### config.mk
export PLATFORM = sky130hd
export DESIGN_NAME = mesi_isc_cpu_stat_mon
export DESIGN_NICKNAME = d
export VERILOG_FILES = /design/src/rtl/mesi_isc_cpu_stat_mon.sv
export SDC_FILE = /design/constraint.sdc
export NUM_CORES = 2
export LEC_CHECK = 0
export ABC_AREA = 1
export CORE_ASPECT_RATIO = 0.6
export CORE_MARGIN = 4
export CORE_UTILIZATION = 57
export DETAILED_ROUTE_END_ITERATION = 10
export GPL_ROUTABILITY_DRIVEN = 0
export PLACE_DENSITY = 0.81
export SLEW_MARGIN = 20
export SYNTH_ARGS = -nofsm -noshare
export SYNTH_HDL_FRONTEND = slang
export SYNTH_SLANG_ARGS = --single-unit
export TNS_END_PERCENT = 5
### constraint.sdc
create_clock -name clk -period 29 [get_ports clk]
set_input_delay 5.8 -clock clk [delete_from_list [all_inputs] [get_ports clk]]
set_output_delay 5.8 -clock clk [all_outputs]
set_load 0.03 [all_outputs]
### src/rtl/mesi_isc_cpu_stat_mon.sv
// Per-CPU NOP/RD/WR access counters with snapshot shadow bank and an inactivity watchdog.
// Optional macro MESI_ISC_STAT_SAT_EN makes all counters saturate instead of wrapping.

`ifndef MESI_ISC_TB_INS_NOP
`define MESI_ISC_TB_INS_NOP 4'd0
`endif
`ifndef MESI_ISC_TB_INS_WR
`define MESI_ISC_TB_INS_WR 4'd1
`endif
`ifndef MESI_ISC_TB_INS_RD
`define MESI_ISC_TB_INS_RD 4'd2
`endif

module mesi_isc_cpu_stat_mon #(
    parameter int NUM_CPUS    = 4,
    parameter int CNT_WIDTH   = 32,
    parameter int TOT_WIDTH   = 36,
    parameter int WDOG_CYCLES = 20000,
    parameter int SEL_WIDTH   = 6
) (
    input  logic                  clk,
    input  logic                  rst,
    input  logic [NUM_CPUS-1:0]   tb_ins_ack,
    input  logic [4*NUM_CPUS-1:0] tb_ins,
    input  logic                  snap_req,
    input  logic                  snap_clr,
    output logic                  snap_ack,
    input  logic [SEL_WIDTH-1:0]  rd_sel,
    output logic [TOT_WIDTH-1:0]  rd_data,
    input  logic                  wdog_start,
    input  logic                  wdog_clr,
    output logic                  wdog_expired,
    output logic [1:0]            wdog_state
);

    localparam int WCW = $clog2(WDOG_CYCLES);
    localparam logic [WCW-1:0] WDOG_RELOAD = WCW'(WDOG_CYCLES - 1);

    typedef enum logic [1:0] {
        WD_IDLE    = 2'd0,
        WD_RUN     = 2'd1,
        WD_EXPIRED = 2'd2
    } wdog_state_t;

    logic [CNT_WIDTH-1:0] nop_cnt [NUM_CPUS];
    logic [CNT_WIDTH-1:0] rd_cnt  [NUM_CPUS];
    logic [CNT_WIDTH-1:0] wr_cnt  [NUM_CPUS];
    logic [TOT_WIDTH-1:0] tot_cnt;

    logic [CNT_WIDTH-1:0] sh_nop [NUM_CPUS];
    logic [CNT_WIDTH-1:0] sh_rd  [NUM_CPUS];
    logic [CNT_WIDTH-1:0] sh_wr  [NUM_CPUS];
    logic [TOT_WIDTH-1:0] sh_tot;

    logic [NUM_CPUS-1:0]  nop_hit;
    logic [NUM_CPUS-1:0]  rd_hit;
    logic [NUM_CPUS-1:0]  wr_hit;
    logic [TOT_WIDTH-1:0] rw_sum;
    logic                 any_rw;
    logic                 clear_live;
    logic [TOT_WIDTH-1:0] rd_mux;

    wdog_state_t          state, next_state;
    logic [WCW-1:0]       wdog_cnt, next_wdog_cnt;

    function automatic logic [CNT_WIDTH-1:0] cnt_next(input logic [CNT_WIDTH-1:0] base,
                                                      input logic inc);
`ifdef MESI_ISC_STAT_SAT_EN
        cnt_next = (inc && (base != '1)) ? base + CNT_WIDTH'(1'b1) : base;
`else
        cnt_next = base + CNT_WIDTH'(inc);
`endif
    endfunction

    function automatic logic [TOT_WIDTH-1:0] tot_next(input logic [TOT_WIDTH-1:0] base,
                                                      input logic [TOT_WIDTH-1:0] add);
`ifdef MESI_ISC_STAT_SAT_EN
        logic [TOT_WIDTH:0] sum;
        sum      = {1'b0, base} + {1'b0, add};
        tot_next = sum[TOT_WIDTH] ? '1 : sum[TOT_WIDTH-1:0];
`else
        tot_next = base + add;
`endif
    endfunction

    always_comb begin
        nop_hit = '0;
        rd_hit  = '0;
        wr_hit  = '0;
        rw_sum  = '0;
        for (int p = 0; p < NUM_CPUS; p++) begin
            if (tb_ins_ack[p]) begin
                case (tb_ins[4*p +: 4])
                    `MESI_ISC_TB_INS_NOP: nop_hit[p] = 1'b1;
                    `MESI_ISC_TB_INS_RD:  rd_hit[p]  = 1'b1;
                    `MESI_ISC_TB_INS_WR:  wr_hit[p]  = 1'b1;
                    default: ;
                endcase
            end
            rw_sum = rw_sum + TOT_WIDTH'(rd_hit[p]) + TOT_WIDTH'(wr_hit[p]);
        end
    end

    assign any_rw     = |(rd_hit | wr_hit);
    assign clear_live = snap_req & snap_clr;

    // A clearing capture restarts from zero but still keeps this cycle's events.
    always_ff @(posedge clk or posedge rst) begin
        if (rst) begin
            for (int p = 0; p < NUM_CPUS; p++) begin
                nop_cnt[p] <= '0;
                rd_cnt[p]  <= '0;
                wr_cnt[p]  <= '0;
            end
            tot_cnt <= '0;
        end else begin
            for (int p = 0; p < NUM_CPUS; p++) begin
                nop_cnt[p] <= cnt_next(clear_live ? '0 : nop_cnt[p], nop_hit[p]);
                rd_cnt[p]  <= cnt_next(clear_live ? '0 : rd_cnt[p],  rd_hit[p]);
                wr_cnt[p]  <= cnt_next(clear_live ? '0 : wr_cnt[p],  wr_hit[p]);
            end
            tot_cnt <= tot_next(clear_live ? '0 : tot_cnt, rw_sum);
        end
    end

    always_ff @(posedge clk or posedge rst) begin
        if (rst) begin
            for (int p = 0; p < NUM_CPUS; p++) begin
                sh_nop[p] <= '0;
                sh_rd[p]  <= '0;
                sh_wr[p]  <= '0;
            end
            sh_tot   <= '0;
            snap_ack <= 1'b0;
            rd_data  <= '0;
        end else begin
            snap_ack <= snap_req;
            rd_data  <= rd_mux;
            if (snap_req) begin
                for (int p = 0; p < NUM_CPUS; p++) begin
                    sh_nop[p] <= nop_cnt[p];
                    sh_rd[p]  <= rd_cnt[p];
                    sh_wr[p]  <= wr_cnt[p];
                end
                sh_tot <= tot_cnt;
            end
        end
    end

    always_comb begin
        rd_mux = '0;
        for (int p = 0; p < NUM_CPUS; p++) begin
            if (int'(rd_sel) == 3*p)     rd_mux = TOT_WIDTH'(sh_nop[p]);
            if (int'(rd_sel) == 3*p + 1) rd_mux = TOT_WIDTH'(sh_rd[p]);
            if (int'(rd_sel) == 3*p + 2) rd_mux = TOT_WIDTH'(sh_wr[p]);
        end
        if (int'(rd_sel) == 3*NUM_CPUS) rd_mux = sh_tot;
    end

    always_ff @(posedge clk or posedge rst) begin
        if (rst) begin
            state    <= WD_IDLE;
            wdog_cnt <= '0;
        end else begin
            state    <= next_state;
            wdog_cnt <= next_wdog_cnt;
        end
    end

    always_comb begin
        next_state    = state;
        next_wdog_cnt = wdog_cnt;
        if (wdog_clr) begin
            next_state    = WD_IDLE;
            next_wdog_cnt = '0;
        end else begin
            case (state)
                WD_IDLE: begin
                    if (wdog_start) begin
                        next_state    = WD_RUN;
                        next_wdog_cnt = WDOG_RELOAD;
                    end
                end
                WD_RUN: begin
                    if (wdog_start || any_rw) begin
                        next_wdog_cnt = WDOG_RELOAD;
                    end else if (wdog_cnt == '0) begin
                        next_state = WD_EXPIRED;
                    end else begin
                        next_wdog_cnt = wdog_cnt - WCW'(1'b1);
                    end
                end
                WD_EXPIRED: ;
                default: begin
                    next_state    = WD_IDLE;
                    next_wdog_cnt = '0;
                end
            endcase
        end
    end

    assign wdog_expired = (state == WD_EXPIRED);
    assign wdog_state   = state;

endmodule
==> impl_metrics.toml <==
[clock_network]
cts_hold_buf = 0
cts_resized = 0
cts_setup_buffers = 0
clkSlewWorstSetupHoldPaths_ns = 0.07
numCtsBuffers = 83
cts_tree = "done"
cts_buffer_depth = 3
cts_sinks = 894
clock_latency_ns = 0.68
cts-root-buf = "clkbuf_16"
htree_levels = 3

[floorplanning]
dieWidth_um = 365
dieArea_mm2 = 0.0813
core_mm2 = 0.0757
placementRows = 78
die_h_um = 222
ios = 72
initial_core_util = 0.577

[power]
peakVddDrop_mv = 0.0449
power_frac_seq = 0.496
switching_power_uw = 611
power.leakage_nw = 21.0
p_clk_frac = 0.456
power.internal_mw = 1.99
comb_power_share = 0.049
p_sw_frac = 0.235
p_per_area_mw_per_mm2 = 54.0

[logic_synthesis]
avgSynthCellArea_um2 = 8.51
ys_async_sr_fraction = 1.00
synth-main-ff-cell = "dfrtp_1"
ys_seq_elements = 894
yosysWarnings = 0
synth_enable_flop_cells = 0
synth.net_count = 5202
yosysSeqAreaShare = 0.512
synthCells = 5134
ys_types = 43
synth_area_mm2 = 0.0437

[timing]
tns_ns = 0
period_minus_slack_ns = 10.16
drv_slew = 0
rsz0062_at_grt = "false"
hold_ws_ns = 0.441
relSlewSlack = 0.225
period_share = 0.350
final.setup_skew_ns = 0.0323
setup_viol_count_final = 0
tightest_slew_ns = 1.16
max_freq_mhz = 98.4
hold_viol_final = 0

[worst_setup_path]
cp-end-kind = "register"
crit_top_cell = "nand2_1"
setup.worst_path.class = "input pin to register"
required_ns = 29.56
startpoint_type = "input pin"
crit_arrival_ns = 10.72
worstPathCellList = "buf_8 > nand2_8 > inv_8 > nor2_1 > ha_1 > ha_1 > ha_1 > nand3_1 > nand3_1 > nand2_1 > a21oi_1 > nand2_1 > nor2_1 > nand2_1 > nor2_1 > nand2_1 > xor2_1"
path_max_fanout = 144
crit_path_max_incr_delay_ns = 0.80
crit_path_top_delay_cell = "inv_8"

[finish]
fillers = 5977
multiInputGateArea_mm2 = 0.0182
utilization = 0.635
nets = 5211
seqCellArea_mm2 = 0.0224
drive_gt1_frac = 0.0770
area_delta_synth_final_pct = 10.1

[route]
postRouteAntennaNets = 0
route.detailed.drc = 0
route.vias.total = 36000
vias_per_cell = 5.79
dr.pass1.iters = 8
drt-initial-drc-count = 5143
wire_per_inst_um = 19.7
drt-total-wl_um = 123000

[grt]
grt_antenna_before_repair = 4
grt_pass1_wl_um = 193000
grt_max_degree = 179
grt_usage = 0.303
grt_pass1_vias = 33600
overflow = 0

[placed_design]
place_hpwl_um = 87000
portBuffers = 71

[hold_path]
hold_path_class = "register to register"

[job]
drv_cap = 0

[status]
status = "completed"
## metal layers
metal	up-vias	routed length, um	part of all wire	track usage
met3	240	18300	0.15	0.122
met2	2023	46400	0.38	0.377
met1	17400	55000	0.45	0.482
met4	4	2790	0.023	0.0727
met5	-	23	0.00019	0
li1	16300	-	-	-
## worst paths after layout
path,end,cells past startpoint,from,slack (ns)
hold / removal,rd_cnt[37],1,rd_cnt[37],0.44
setup reg to reg,tot_cnt[32],14,tot_cnt[0],25.19
setup / recovery,tot_cnt[19],17,snap_req,18.84
min in group asynchronous,wr_cnt[86],2,rst,5.48
hold reg to reg,rd_cnt[37],1,rd_cnt[37],0.44
max in group asynchronous,sh_nop[65],6,rst,20.83
## kinds of logic (layout without fill, tap and decap cells)
logic type,Yosys count,after routing,synth area share
XOR/XNOR,377,377,0.0756
AO/OA/AOI/OAI,394,394,0.0456
buffers and inverters,789,861,0.0723
AND/OR/NAND/NOR,2525,2525,0.252
adder cells (fa/ha/maj),36,36,0.0112
other,0,1,0
multiplexers,119,119,0.0307
flip-flops,894,894,0.512
## final cells by class
class,count,area share
inverters,606,0.0476
repair buffers,107,0.0219
well taps,1000,0.0260
diodes,1,0.0000521
clock buffers,115,0.0501
clock inverters,33,0.0103
multi-input cells,3451,0.379
flip-flops and latches,894,0.465
## power by group through the flow
| stage | clock network [mW] | logic (mW) | registers (mW) |
|---|---|---|---|
| floorplan | 0 | 0.0859 | 1.31 |
| global placement | 0 | 0.122 | 1.31 |
| detailed placement | 0 | 0.125 | 1.31 |
| CTS | 1.19 | 0.126 | 1.29 |
| global route | 1.24 | 0.142 | 1.29 |
| finish | 1.18 | 0.126 | 1.29 |
## synth_stat cells, types with 12 or more instances
cell      instances  area share
clkbuf_1         96      0.0083
o21ai_0         159       0.018
dfrtp_1         894        0.51
ha_1             31      0.0089
nor2_2           41      0.0059
a21oi_1         226       0.026
nor3_2           27      0.0062
nor4_1           34      0.0049
nand3_1         173       0.020
xor2_1          243       0.049
buf_2            62      0.0071
nor4_2           13      0.0037
buf_6            12      0.0031
nand4_1         205       0.029
inv_1           604       0.052
nand2_1        1006       0.086
xnor2_1         134       0.027
mux2_2          119       0.031
nor2_1          860       0.074
nor3_1          129       0.015
## critical path: cells and delay by family
family | cells | cell delay (ns)
compound gates | 1 | 0.26
xor+xnor | 1 | 0.15
fa+ha+maj | 3 | 0.92
buf+inv | 2 | 1.40
simple gates | 10 | 1.98
## stage by stage
step / setup slack [ns] / cell area [um2] / power, mW / cells
floorplan: 10.90 / 43700 / 1.40 / 5134
global placement: 18.30 / 45100 / 1.43 / 6057
detailed placement: 18.29 / 45100 / 1.43 / 6057
CTS: 18.98 / 48000 / 2.60 / 6205
global route: 18.56 / 48100 / 2.67 / 6206
finish: 18.84 / 48100 / 2.60 / 6207
## placed cells by master (no fill, tap or decap), types with 70 or more instances in the layout
cell type / netlist / routed
xor2_1: 243 / 243
a21oi_1: 226 / 226
clkdlybuf4s50_1: 0 / 70
clkbuf_16: 0 / 85
nand3_1: 173 / 173
dfrtp_1: 894 / 894
nand2_1: 1006 / 1006
o21ai_0: 159 / 159
nor3_1: 129 / 128
nor2_1: 860 / 854
mux2_2: 119 / 119
xnor2_1: 134 / 134
nand4_1: 205 / 205
inv_1: 604 / 603
## registers in the layout (all words and copies together) (netlist names)
register and flops:
sh_tot 36, sh_nop 128, sh_rd 128, wr_cnt 128
snap_ack 1, rd_cnt 128, tot_cnt 36, wdog_state 2
sh_wr 128, nop_cnt 128, rd_data 36, wdog_cnt 15
No activity file was read; power rests on OpenSTA's default activity.
